--- src/rtl/sqrt_seq_ctrl.sv ---
// Control sequencer for the odd-number-sum square-root datapath (Moore FSM).
// Optional status ports iter/capped are enabled with SQRT_SEQ_CTRL_STATUS_EN.
module sqrt_seq_ctrl #(
  parameter int WIDTH    = 8,
  parameter int MAX_ITER = 2**(WIDTH/2)-1
) (
  input  logic             clk,
  input  logic             reset,
  input  logic             Go,
  input  logic             B0,
  output logic             over,
  output logic             busy,
  output logic [5:0]       fnselect,
  output logic             TSW,
  output logic             Tval,
  output logic             Tsqrt,
  output logic             Tsum,
  output logic             ldsqrt,
  output logic             ldsum,
  output logic             ldval
`ifdef SQRT_SEQ_CTRL_STATUS_EN
  ,
  output logic [WIDTH/2-1:0] iter,
  output logic             capped
`endif
);
  localparam int IW = WIDTH/2;
  localparam logic [IW-1:0] CAP = IW'(MAX_ITER);

  localparam logic [5:0] FN_ZERO = 6'b000001;
  localparam logic [5:0] FN_ADD  = 6'b000010;
  localparam logic [5:0] FN_SUB  = 6'b000100;
  localparam logic [5:0] FN_ONE  = 6'b001000;
  localparam logic [5:0] FN_XP2  = 6'b010000;
  localparam logic [5:0] FN_YP1  = 6'b100000;

  typedef enum logic [3:0] {
    S_IDLE, S_INIT_SQRT, S_INIT_VAL, S_INIT_SUM, S_COMPARE,
    S_INC_SQRT, S_INC_VAL, S_ADD_SUM, S_DONE
  } state_t;

  state_t        state, state_nx;
  logic [IW-1:0] iter_cnt;
  logic          cap_hit;

  // Cap check wins over B0: once sum has wrapped, the sign status is garbage.
  assign cap_hit = (iter_cnt == CAP);

  always_ff @(posedge clk) begin
    if (!reset) begin
      state    <= S_IDLE;
      iter_cnt <= '0;
    end else begin
      state <= state_nx;
      if (state == S_INIT_SQRT)    iter_cnt <= '0;
      else if (state == S_ADD_SUM) iter_cnt <= iter_cnt + IW'(1);
    end
  end

  always_comb begin
    state_nx = state;
    fnselect = '0;
    {TSW, Tval, Tsqrt, Tsum}  = '0;
    {ldsqrt, ldsum, ldval}    = '0;
    over = 1'b0;
    busy = 1'b1;
    case (state)
      S_IDLE: begin
        busy = 1'b0;
        if (Go) state_nx = S_INIT_SQRT;
      end
      S_INIT_SQRT: begin
        fnselect = FN_ZERO; ldsqrt = 1'b1; state_nx = S_INIT_VAL;
      end
      S_INIT_VAL: begin
        fnselect = FN_ONE; ldval = 1'b1; state_nx = S_INIT_SUM;
      end
      S_INIT_SUM: begin
        fnselect = FN_ONE; ldsum = 1'b1; state_nx = S_COMPARE;
      end
      S_COMPARE: begin
        fnselect = FN_SUB; TSW = 1'b1; Tsum = 1'b1;
        state_nx = (B0 || cap_hit) ? S_DONE : S_INC_SQRT;
      end
      S_INC_SQRT: begin
        fnselect = FN_YP1; Tsqrt = 1'b1; ldsqrt = 1'b1; state_nx = S_INC_VAL;
      end
      S_INC_VAL: begin
        fnselect = FN_XP2; Tval = 1'b1; ldval = 1'b1; state_nx = S_ADD_SUM;
      end
      S_ADD_SUM: begin
        fnselect = FN_ADD; Tval = 1'b1; Tsum = 1'b1; ldsum = 1'b1;
        state_nx = S_COMPARE;
      end
      S_DONE: begin
        busy = 1'b0; over = 1'b1;
        if (!Go) state_nx = S_IDLE;
      end
      default: begin
        busy = 1'b0; state_nx = S_IDLE;
      end
    endcase
  end

`ifdef SQRT_SEQ_CTRL_STATUS_EN
  assign iter = iter_cnt;

  always_ff @(posedge clk) begin
    if (!reset)                                     capped <= 1'b0;
    else if (state == S_INIT_SQRT)                  capped <= 1'b0;
    else if (state == S_COMPARE && cap_hit && !B0)  capped <= 1'b1;
  end
`endif

endmodule

--- config.mk ---
export PLATFORM = sky130hd
export DESIGN_NAME = sqrt_seq_ctrl
export DESIGN_NICKNAME = d
export VERILOG_FILES = /design/src/rtl/sqrt_seq_ctrl.sv
export SDC_FILE = /design/constraint.sdc
export NUM_CORES = 1
export LEC_CHECK = 0
export CORE_AREA = 2 2 39 41
export DETAILED_ROUTE_END_ITERATION = 8
export DIE_AREA = 0 0 41 43
export PLACE_DENSITY_LB_ADDON = 0.3
export SETUP_SLACK_MARGIN = 0.4
export SYNTH_ARGS = -nofsm -noshare
export SYNTH_HDL_FRONTEND = slang
export SYNTH_SLANG_ARGS = --single-unit
--- constraint.sdc ---
create_clock -name clk -period 2.9 [get_ports clk]
set_input_delay 0.58 -clock clk [delete_from_list [all_inputs] [get_ports clk]]
set_output_delay 0.58 -clock clk [all_outputs]
set_load 0.01 [all_outputs]
==> flow_summary.json, run 1 <==
{
  "hpwl_um": 826,
  "grt_pass1_vias": 438,
  "start_util": 0.340,
  "power_w": 0.000298,
  "wl_um": 1120,
  "worstSkewPairLatency_ns": 0.24,
  "yosys_warnings": 0,
  "reg2reg_slack_ns": 1.52,
  "clock.fmax_mhz": 441,
  "ys_types": 23,
  "report.final.slew_viol_count": 0,
  "relSlewSlack": 0.683,
  "fin_nets": 87,
  "vias": 484,
  "ir_drop_mv": 0.162,
  "wl_per_cell_um": 11.6,
  "drv_cap": 0,
  "grt_first_pass_wirelength_um": 1820,
  "gp_congestion": 0.773,
  "clk_pin_slew_ns": 0.05,
  "endpoint_kind": "primary output",
  "top_level_ports": 19,
  "htree_num_levels": 1,
  "arrival_ns": 1.69,
  "drive_gt1_frac": 0.100,
  "final.fill_count": 148,
  "skew_ns": 0.00257,
  "cts_tree": "done",
  "rsz0062_at_grt": "false",
  "timing.setup.tns_ns": 0,
  "syn2layout_area_growth_pct": 44.9,
  "required_ns": 2.32,
  "antenna_found_initial": 0,
  "power_leakage_nw": 0.281,
  "final_cell_mix": "clkdlybuf4s50_1, nor2_1, o21ai_0, nor3_1, dfxtp_1",
  "numCtsBuffers": 3,
  "min_path_cells": 2,
  "synth_cells": 63,
  "placement.io_buffers": 18,
  "synth_area_um2": 470,
  "design.core.area_um2": 1380,
  "setup_viol": 0,
  "clockRootBuffer": "clkbuf_4",
  "powerDensity_nw_per_um2": 436,
  "synth_area_per_cell_um2": 7.47,
  "hold_class": "flip-flop to flip-flop",
  "drc": 0,
  "ys_seq_elements": 8,
  "tightest_slew_ns": 0.472,
  "worstHoldEndpoint": "iter_cnt[3]",
  "grt-ovfl-total": 0,
  "layout_commonest_cell": "clkdlybuf4s50_1",
  "worstRegToRegCells": 3,
  "worstReg2RegStart": "state[3]",
  "worstSetupStartpointType": "flip-flop",
  "ant_nets": 0,
  "crit_fanout": 12,
  "rows": 14,
  "drtIter0Drc": 4,
  "dieArea_um2": 1760,
  "finalHoldViolCount": 0,
  "outcome": "complete, no violations",
  "yosysSeqAreaShare": 0.340,
  "drt_pass1_iterations": 4,
  "die_x_um": 41,
  "antenna_cells": 0,
  "clockBufferDepth": 2,
  "ctsHoldBuffers": 0,
  "setup.worst_path.class": "flip-flop to primary output",
  "grt_usage": 0.154,
  "period_minus_slack_ns": 2.27,
  "vias_per_cell": 5.04,
  "grt_max_degree": 14,
  "die_y_um": 43,
  "syn-num-nets": 68,
  "clock-sinks": 8,
  "r2r_end": "iter_cnt[3]",
  "cts_setup_buffers": 0,
  "post-route-period-util": 0.783,
  "min-delay-start": "iter_cnt[3]"
}
-- cell usage after synthesis, drive strengths merged --
library cell  n  share of area
nor2          9          0.072
dfxtp         8           0.34
o21ai         6          0.064
nor3          5          0.053
a21oi         4          0.043
inv           4          0.032
buf           3          0.037
nand2         3          0.024
nand2b        3          0.040
or3           3          0.040
and2          2          0.027
nor4b         2          0.037
xor2          2          0.037
a31oi         1          0.013
clkbuf        1         0.0080
ha            1          0.027
mux2i         1          0.021
nand3         1          0.011
nand4         1          0.013
nand4b        1          0.032
nor2b         1          0.013
o31ai         1          0.016
-- per-layer routing --
layer  GRT usage  vias to the layer above  wire length (um)
li1            -                      250                 -
met1       0.179                      212               480
met4       0.100                        0                22
met5           0                        -                 0
met3      0.0576                        2                93
met2       0.225                       20               522
-- layout make-up --
class	instances	area [um2]	share of cell area
clock buffer	3	22.5	0.0330
inverter	4	15.0	0.0220
multi-input combinational	47	280	0.411
sequential	8	164	0.240
tap	16	20.0	0.0294
timing repair buffer	18	180	0.264
-- how the worst max path moves through the flow --
stage | from | end | slack (ns) | cells after the start
6_report | state[3] | Tsum | 0.63 | 3
5_1_grt | state[3] | Tsum | 0.50 | 3
2_1_floorplan | state[3] | Tsum | 1.08 | 3
3_5_place_dp | state[2] | Tsum | 0.61 | 3
3_3_place_gp | state[2] | Tsum | 0.71 | 3
4_1_cts | state[2] | Tsum | 0.46 | 3
-- repair_timing --
action	CTS	global route
resized for setup	1	3
endpoints found under the hold margin	0	0
setup endpoints to repair	1	3
pin swaps	0	0
-- critical path: stages, from the launching register on --
cell             delay, ns
dfxtp_1               0.41
nand4b_2              0.37
nand2b_1              0.13
clkdlybuf4s50_1       0.53
-- metrics by stage --
step	cell area, um2	utilization	std cells	setup WS, ns	hold WS (ns)
after floorplan	470	-	63	1.08	0.459
after global placement	649	0.469	93	0.712	0.479
final	682	0.493	96	0.631	0.499
after CTS	678	0.490	96	0.459	0.504
after global routing	682	0.493	96	0.503	0.544
after detailed placement	649	0.469	93	0.611	0.494
-- where the power goes --
part            total, W  internal (W)  leakage (nW)  switching (W)
clock          0.0000801     0.0000470        0.0138      0.0000331
sequential      0.000136      0.000117        0.0660      0.0000186
combinational  0.0000820     0.0000449         0.201      0.0000370
total           0.000298      0.000209         0.281      0.0000887
-- flip-flops by register name, summed over array words and instances (netlist names) --
register and cells:
iter_cnt 4, state 4
-- logic make-up after synthesis --
family | synth area share
AND/OR/NAND/NOR | 0.362
AO/OA/AOI/OAI | 0.136
buffers and inverters | 0.0771
flip-flops | 0.340
XOR/XNOR | 0.0372
multiplexers | 0.0213
adder cells (fa/ha/maj) | 0.0266
No activity file was read; power rests on OpenSTA's default activity.
==> run 2: changes to the inputs <==
--- a/config.mk
+++ b/config.mk
@@ -5,9 +5,9 @@
 export SDC_FILE = /design/constraint.sdc
 export NUM_CORES = 1
 export LEC_CHECK = 0
-export CORE_AREA = 2 2 39 41
+export CORE_AREA = 2 2 40 42
 export DETAILED_ROUTE_END_ITERATION = 8
-export DIE_AREA = 0 0 41 43
+export DIE_AREA = 0 0 42 44
 export PLACE_DENSITY_LB_ADDON = 0.3
 export SETUP_SLACK_MARGIN = 0.4
 export SYNTH_ARGS = -nofsm -noshare
==> constraint.sdc (replaced) <==
create_clock -name clk -period 2.04 [get_ports clk]
set_input_delay 0.408 -clock clk [delete_from_list [all_inputs] [get_ports clk]]
set_output_delay 0.408 -clock clk [all_outputs]
set_load 0.01 [all_outputs]
==> flow_summary.json, run 2 (synthesis gave the netlist of run 1 again) <==
{
  "min-delay-start": "iter_cnt[3]",
  "drv_cap": 0,
  "wl_per_cell_um": 11.9,
  "placement.io_buffers": 18,
  "drc": 0,
  "hpwl_um": 761,
  "design_area_um2": 737,
  "start_util": 0.332,
  "top_regs": "iter_cnt (4), state (4)",
  "layout_commonest_cell": "nor2_1",
  "grt_first_pass_wirelength_um": 1860,
  "worstSetupStartpointType": "flip-flop",
  "final.fill_count": 127,
  "worstRegToRegCells": 5,
  "final_cell_mix": "nor2_1, clkbuf_2, o21ai_0, buf_4, buf_2",
  "required_ns": 1.63,
  "clock.fmax_mhz": 601,
  "htree_num_levels": 1,
  "design.core.area_um2": 1420,
  "finalHoldViolCount": 0,
  "hold_class": "flip-flop to flip-flop",
  "numCtsBuffers": 3,
  "path_buf_inv": 2,
  "dieArea_um2": 1850,
  "reg2reg_slack_ns": 0.65,
  "relSlewSlack": 0.638,
  "min_path_cells": 2,
  "worstSkewPairLatency_ns": 0.26,
  "place_area_um2": 671,
  "grt_max_degree": 13,
  "clockRootBuffer": "clkbuf_4",
  "setup.worst_path.class": "flip-flop to primary output",
  "worstHoldEndpoint": "iter_cnt[3]",
  "cp_slowest_cell": "dfxtp_4",
  "top_level_ports": 19,
  "skew_ns": 0.00492,
  "die_x_um": 42,
  "syn2layout_area_growth_pct": 56.6,
  "report.final.slew_viol_count": 0,
  "die_y_um": 44,
  "ir_drop_mv": 0.497,
  "antenna_cells": 0,
  "crit_fanout": 5,
  "antenna_found_initial": 0,
  "power_leakage_nw": 0.360,
  "path_delay_family": "simple AND/OR/NAND/NOR gates",
  "powerDensity_nw_per_um2": 631,
  "drtIter0Drc": 1,
  "period_minus_slack_ns": 1.67,
  "worstPathCellList": "buf_12 > nor4b_4 > nand2b_1 > clkbuf_2",
  "arrival_ns": 1.26,
  "wl_um": 1240,
  "vias_per_cell": 5.08,
  "grt_usage": 0.139,
  "ant_nets": 0,
  "gp_congestion": 0.791,
  "cts_tree": "done",
  "rsz0062_at_grt": "true",
  "outcome": "complete, no violations",
  "tightest_slew_ns": 0.539,
  "clock-sinks": 8,
  "timing.setup.tns_ns": 0,
  "rows": 14,
  "post-route-period-util": 0.816,
  "endpoint_kind": "primary output",
  "setup_viol": 0,
  "max_stage_delay_ns": 0.37,
  "drt_pass1_iterations": 4,
  "clk_pin_slew_ns": 0.05,
  "grt_pass1_vias": 441,
  "r2r_end": "iter_cnt[3]",
  "worstReg2RegStart": "state[2]",
  "clockBufferDepth": 2,
  "fin_nets": 95,
  "vias": 528,
  "drive_gt1_frac": 0.364,
  "grt-ovfl-total": 0
}
==> run 2: cell types whose count changed in the layout (fill, tap and decap cells not counted), moves of 2 or more <==
cell	change
dlygate4sd2_1	+3
clkdlybuf4s50_1	-15
nor3_2	+2
buf_4	+6
dfxtp_4	+4
clkbuf_2	+7
buf_2	+5
nor3_1	-3
dfxtp_2	-3
==> run 2: worst max-delay path by stage <==
stage	start	to	slack (ns)	depth (start not counted)
global route	state[1]	Tsum	0.29	4
finish	state[1]	Tsum	0.37	4
global placement	state[1]	Tsum	0.13	3
detailed placement	state[1]	Tsum	0.12	3
CTS	state[1]	Tsum	0.19	4
floorplan	state[2]	fnselect[2]	0.59	2
==> run 2: worst min-delay path: stages, from the launching register on <==
cell     delay (ns)
dfxtp_1        0.31
o21ai_0        0.07
a21oi_1        0.06
==> run 2: layout make-up <==
| class | instances | area [um2] | area share |
|---|---|---|---|
| multi-input cells | 47 | 313 | 0.424 |
| repair buffers | 26 | 191 | 0.260 |
| flip-flops and latches | 8 | 175 | 0.238 |
| clock buffers | 3 | 22.5 | 0.0306 |
| well taps | 16 | 20.0 | 0.0272 |
| inverters | 4 | 15.0 | 0.0204 |
==> run 2: report_power, final <==
part	internal (W)	switching (W)
registers	0.000165	0.0000201
clock network	0.0000675	0.0000569
logic	0.0000797	0.0000761
total	0.000312	0.000153
==> run 2: metal layers <==
layer | track usage | routed length (um) | part of all wire | vias up
li1 | - | - | - | 268
met2 | 0.209 | 609 | 0.49 | 16
met1 | 0.161 | 516 | 0.42 | 242
met4 | 0.0581 | 12 | 0.0097 | 0
met5 | 0 | 0 | 0 | -
met3 | 0.0792 | 101 | 0.081 | 2
==> run 2: repair_timing <==
action                     4_1_cts  5_1_grt
setup endpoints to repair       15       12
hold endpoints to repair         0        0
pin swaps                        0        1
gates resized for setup         41       17
hold buffers                     0        0
setup buffers                    4        2
==> run 2: through the flow <==
stage / hold slack (ns) / instances / util / setup slack [ns] / power (W)
after floorplan: 0.459 / 63 / - / 0.591 / 0.000252
after global placement: 0.476 / 95 / 0.473 / 0.132 / 0.000310
after global routing: 0.533 / 104 / 0.519 / 0.288 / 0.000496
final: 0.495 / 104 / 0.519 / 0.375 / 0.000465
after CTS: 0.490 / 102 / 0.533 / 0.189 / 0.000461
after detailed placement: 0.485 / 95 / 0.473 / 0.123 / 0.000310
